[src/rtl/alu_sm_accum.sv]
// Saturating signed accumulator fed by sign/magnitude samples, with a
// start / accumulate / result-handshake control FSM.
module alu_sm_accum #(
  parameter int unsigned WIDTH     = 4,
  parameter int unsigned ACC_WIDTH = 8,
  parameter int unsigned LEN_WIDTH = 4
) (
  input  logic                 clk,
  input  logic                 rst,
  input  logic                 start,
  input  logic [LEN_WIDTH-1:0] len,
  input  logic                 in_valid,
  output logic                 in_ready,
  input  logic [WIDTH-1:0]     in_mag,
  input  logic                 in_sgn,
  output logic                 out_valid,
  input  logic                 out_ready,
  output logic [ACC_WIDTH-1:0] out_acc,
  output logic                 out_sat,
  output logic                 busy
);

  typedef enum logic [1:0] {
    IDLE  = 2'd0,
    ACCUM = 2'd1,
    DONE  = 2'd2
  } state_t;

  state_t                 r_state;
  state_t                 w_next_state;
  logic [ACC_WIDTH-1:0]   r_acc;
  logic                   r_sat;
  logic [LEN_WIDTH-1:0]   r_cnt;
  logic [LEN_WIDTH-1:0]   r_len;

  logic                   w_start;
  logic                   w_xfer;
  logic                   w_last;
  logic [LEN_WIDTH-1:0]   w_cnt_inc;
  logic [ACC_WIDTH:0]     w_mag_ext;
  logic [ACC_WIDTH:0]     w_val;
  logic [ACC_WIDTH:0]     w_sum;
  logic                   w_ovf;
  logic [ACC_WIDTH-1:0]   w_acc_next;

  assign w_start   = (r_state == IDLE) && start;
  assign w_xfer    = (r_state == ACCUM) && in_valid;
  assign w_cnt_inc = r_cnt + 1'b1;
  assign w_last    = w_xfer && (w_cnt_inc == r_len);

  // One guard bit above the accumulator: the sum of an ACC_WIDTH value and a
  // sample narrower than ACC_WIDTH never overflows ACC_WIDTH+1 bits, so the
  // top two bits disagreeing is an exact overflow test.
  assign w_mag_ext = {{(ACC_WIDTH + 1 - WIDTH){1'b0}}, in_mag};
  assign w_val     = in_sgn ? (~w_mag_ext + 1'b1) : w_mag_ext;
  assign w_sum     = {r_acc[ACC_WIDTH-1], r_acc} + w_val;
  assign w_ovf     = w_sum[ACC_WIDTH] ^ w_sum[ACC_WIDTH-1];

  always_comb begin
    w_acc_next = w_sum[ACC_WIDTH-1:0];
    if (w_ovf) begin
      w_acc_next = w_sum[ACC_WIDTH] ? {1'b1, {(ACC_WIDTH-1){1'b0}}}
                                    : {1'b0, {(ACC_WIDTH-1){1'b1}}};
    end
  end

  always_ff @(posedge clk) begin
    if (rst) begin
      r_state <= IDLE;
    end else begin
      r_state <= w_next_state;
    end
  end

  always_comb begin
    w_next_state = r_state;
    in_ready     = 1'b0;
    out_valid    = 1'b0;
    busy         = 1'b1;
    case (r_state)
      IDLE: begin
        busy = 1'b0;
        if (start) begin
          w_next_state = (len == '0) ? DONE : ACCUM;
        end
      end
      ACCUM: begin
        in_ready = 1'b1;
        if (w_last) begin
          w_next_state = DONE;
        end
      end
      DONE: begin
        out_valid = 1'b1;
        if (out_ready) begin
          w_next_state = IDLE;
        end
      end
      default: begin
        w_next_state = IDLE;
        busy         = 1'b0;
      end
    endcase
  end

  always_ff @(posedge clk) begin
    if (rst) begin
      r_acc <= '0;
      r_sat <= 1'b0;
      r_cnt <= '0;
      r_len <= '0;
    end else if (w_start) begin
      r_acc <= '0;
      r_sat <= 1'b0;
      r_cnt <= '0;
      r_len <= len;
    end else if (w_xfer) begin
      r_acc <= w_acc_next;
      r_cnt <= w_cnt_inc;
      if (w_ovf) begin
        r_sat <= 1'b1;
      end
    end
  end

  assign out_acc = r_acc;
  assign out_sat = r_sat;

endmodule

[config.mk]
export PLATFORM = sky130hd
export DESIGN_NAME = alu_sm_accum
export DESIGN_NICKNAME = d
export VERILOG_FILES = /design/src/rtl/alu_sm_accum.sv
export SDC_FILE = /design/constraint.sdc
export NUM_CORES = 1
export LEC_CHECK = 0
export ABC_CLOCK_PERIOD_IN_PS = 6200
export BUFFER_PORTS_ARGS = -buffer_cell sky130_fd_sc_hd__buf_2
export CAP_MARGIN = 25
export CORE_MARGIN = 2
export CORE_UTILIZATION = 40
export CTS_BUF_LIST = sky130_fd_sc_hd__clkbuf_8
export DETAILED_ROUTE_END_ITERATION = 16
export SETUP_SLACK_MARGIN = 0.05
export SLEW_MARGIN = 20
export SYNTH_ARGS = -nofsm -noshare
export SYNTH_HDL_FRONTEND = slang
export SYNTH_SLANG_ARGS = --single-unit
[constraint.sdc]
create_clock -name clk -period 6.2 [get_ports clk]
set_input_delay 0 -clock clk [delete_from_list [all_inputs] [get_ports clk]]
set_output_delay 0 -clock clk [all_outputs]
set_load 0.02 [all_outputs]
==> results.toml <==
[global_route]
grt_start_max_net_pins = 22
globalRouteOverflowTotal = 0
grt_pass1_vias = 1149
antenna_found_initial = 0
grt_first_pass_wirelength_um = 4960
grt_util_all_layers_pct = 14.8

[layout]
multi_input_area_um2 = 1010
stdcell_area_um2 = 1660
final-seq-area_um2 = 380
num-nets-final = 224
drive_above_1_share_pct = 23.8
ant_diodes = 0
area_delta_synth_final_pct = 12.2
fill_cells = 368

[synthesis]
synth_cell_types = 42
synth_seq_cells = 19
synth_enable_flop_cells = 0
synth_area_um2 = 1480
postSynth.topFlopCell = "dfxtp_1"
yosys-top-cells-area = "dfxtp_1 26%, ha_1 13%, maj3_2 5.3%, xnor2_1 5.3%, a21oi_2 4.7%"
yosys.area.top_type_share_pct = 25.7
ys.warnings.count = 0
syn_avg_cell_area_um2 = 8.67
list_of_most_frequent_post_synthesis_cells = "19 x dfxtp_1, 15 x ha_1, 12 x inv_1, 12 x o21ai_0, 11 x nand2_1"
synth.largest_area_cell = "dfxtp_1"
mappedNetlistNets = 201
ys_seq_area_share_pct = 25.7
yosys.cell_count.top_type = "dfxtp_1"
synthCells = 171
synth-async-reset-ratio_pct = 0

[clock_network]
clk_transition_reported_paths_ns = 0.07
ctsResizeCount = 0
clkLatencyLatePin_ns = 0.25
cts.htree.levels = 1
post_cts_hold_buffer_count = 0
cts_root_buffer = "clkbuf_8"
numCtsBuffers = 3
clockBufferDepth = 2
cts_setup_buffers = 0
cts_tree = "yes"
numClockSinks = 19

[place]
gp_routability_congestion = 0.869
place.port_buffers = 25
postPlaceCellArea_um2 = 1620
dp_hpwl_um = 2420

[status]
outcome = "completed"

[die]
num_io_pins = 26
dieHeight_um = 64.9
core.rowCount = 22
initial_core_util_pct = 41.1
floorplan.core_area_um2 = 3610
die-area_um2 = 4210
die_w_um = 64.9

[power_and_ir_drop]
irDropWorstVdd_v = 0.0000746
total_leakage_power_nw = 0.724
power.density_nw_per_um2 = 285

[worst_setup_path]
timing.critical_path.from_type = "input port"
critical_path_peak_fanout = 10
worst_ep_arrival_time_ns = 2.82
crit_required_ns = 6.38
worst_setup_path_end_kind = "flip-flop"
path_class = "in -> reg"

[timing]
worst_slew_margin_rel_pct = 43.1
final.min_clock_period_ns = 2.64
setup_viol = 0
clock.fmax_ghz = 0.379
report.final.slew_viol_count = 0
finalHoldViolCount = 0
worst-slew-pin-transition_ns = 0.853
finalClockSkew_ns = 0.00117
grt_setup_unrepaired = "false"
timing.final.crit_share_pct = 42.5
finalSetupTns_ns = 0

[min_path]
min-delay-path-class = "in -> reg"

[run]
timing.max_cap.violations = 0

[drt]
detailed_route_wire_length_per_cell_um = 12.1
post_drt_via_cell_ratio = 5.14
first_pass_detailed_route_iteration_total = 4
drt-total-wl_um = 2930
route.vias.total = 1239
drt_iter0_markers = 50
ant_nets = 0
drc_viols = 0
sequential cells by signal, indices dropped and copies added (netlist names):
register,count
out_acc,8
out_sat,1
r_cnt,4
r_len,4
r_state,2
area by class of cell:
class,instances,share of cell area (%)
repair buffers,25,7.52
inverters,12,2.71
clock buffers,3,2.48
well taps,48,3.61
flip-flops and latches,19,22.9
clock inverters,1,0.226
multi-input cells,133,60.6
power breakdown:
part	internal (mW)	leakage, nW	switching (mW)
logic	0.0952	0.543	0.140
clock network	0.0438	0.0269	0.0364
registers	0.142	0.155	0.0167
total	0.281	0.724	0.193
worst max-delay path, cell delays in order:
cell and delay (ns):
buf_2 0.12, nor3_1 0.27, ha_1 0.28, nand2_1 0.06, o21ai_0 0.13, ha_1 0.36, a21oi_4 0.20, a21oi_2 0.09
or4_1 0.47, a22o_1 0.36, maj3_2 0.36, a21oi_2 0.12
stage by stage:
| step | utilization, % | total power, mW | hold WS (ns) | worst slack, ns | instances |
|---|---|---|---|---|---|
| after floorplan | - | 0.354 | 0.147 | 3.69 | 171 |
| after global placement | 44.9 | 0.392 | 0.277 | 3.36 | 237 |
| after detailed placement | 44.9 | 0.399 | 0.280 | 3.28 | 237 |
| after CTS | 46.1 | 0.482 | 0.0105 | 3.55 | 241 |
| after global routing | 46.1 | 0.513 | 0.0165 | 3.36 | 241 |
| final | 46.1 | 0.474 | 0.0147 | 3.56 | 241 |
cell usage in the layout (no fill, tap or decap), types with 2 or more instances in the layout:
master and n:
nor3_1 3, and2_1 2, a21oi_1 8, xor2_1 5
buf_2 25, o21ai_0 12, or4_1 2, ha_1 15
inv_1 13, mux2i_1 2, maj3_2 7, nand2b_1 3
o41ai_1 2, nand3_1 8, clkbuf_8 3, a21oi_2 8
dfxtp_1 19, xnor2_1 9, o21a_1 2, nor2_1 10
a211oi_1 2, o31ai_1 3, a21boi_0 3, nand2_1 11
cells by family (layout without fill, tap and decap cells):
group | count (synthesis) | count (layout) | synth area share, %
adders and majority gates | 23 | 23 | 19.3
buffers and inverters | 19 | 41 | 6.33
xor gates and xnor gates | 14 | 14 | 8.27
DFF | 19 | 19 | 25.7
AOI/OAI and AO/OA | 48 | 48 | 23.0
muxes | 2 | 2 | 1.35
and+or+nand+nor | 46 | 46 | 16.0
final timing paths:
| kind | start | endpoint | slack (ns) | cells past startpoint |
|---|---|---|---|---|
| max reg2reg | out_acc[0] | out_acc[0] | 3.61 | 8 |
| min reg2reg | r_len[2] | r_len[2] | 0.48 | 2 |
| max | in_mag[2] | out_acc[0] | 3.56 | 12 |
| min | rst | r_len[0] | 0.01 | 2 |
routing by layer:
metal | track usage, % | wire length [um] | vias to the layer above
met5 | 0 | 0 | -
met4 | 6.91 | 42 | 0
met3 | 1.39 | 93 | 4
met2 | 26.2 | 1450 | 21
met1 | 18.0 | 1350 | 559
li1 | - | - | 655
Power figures use the tool's default switching activity.
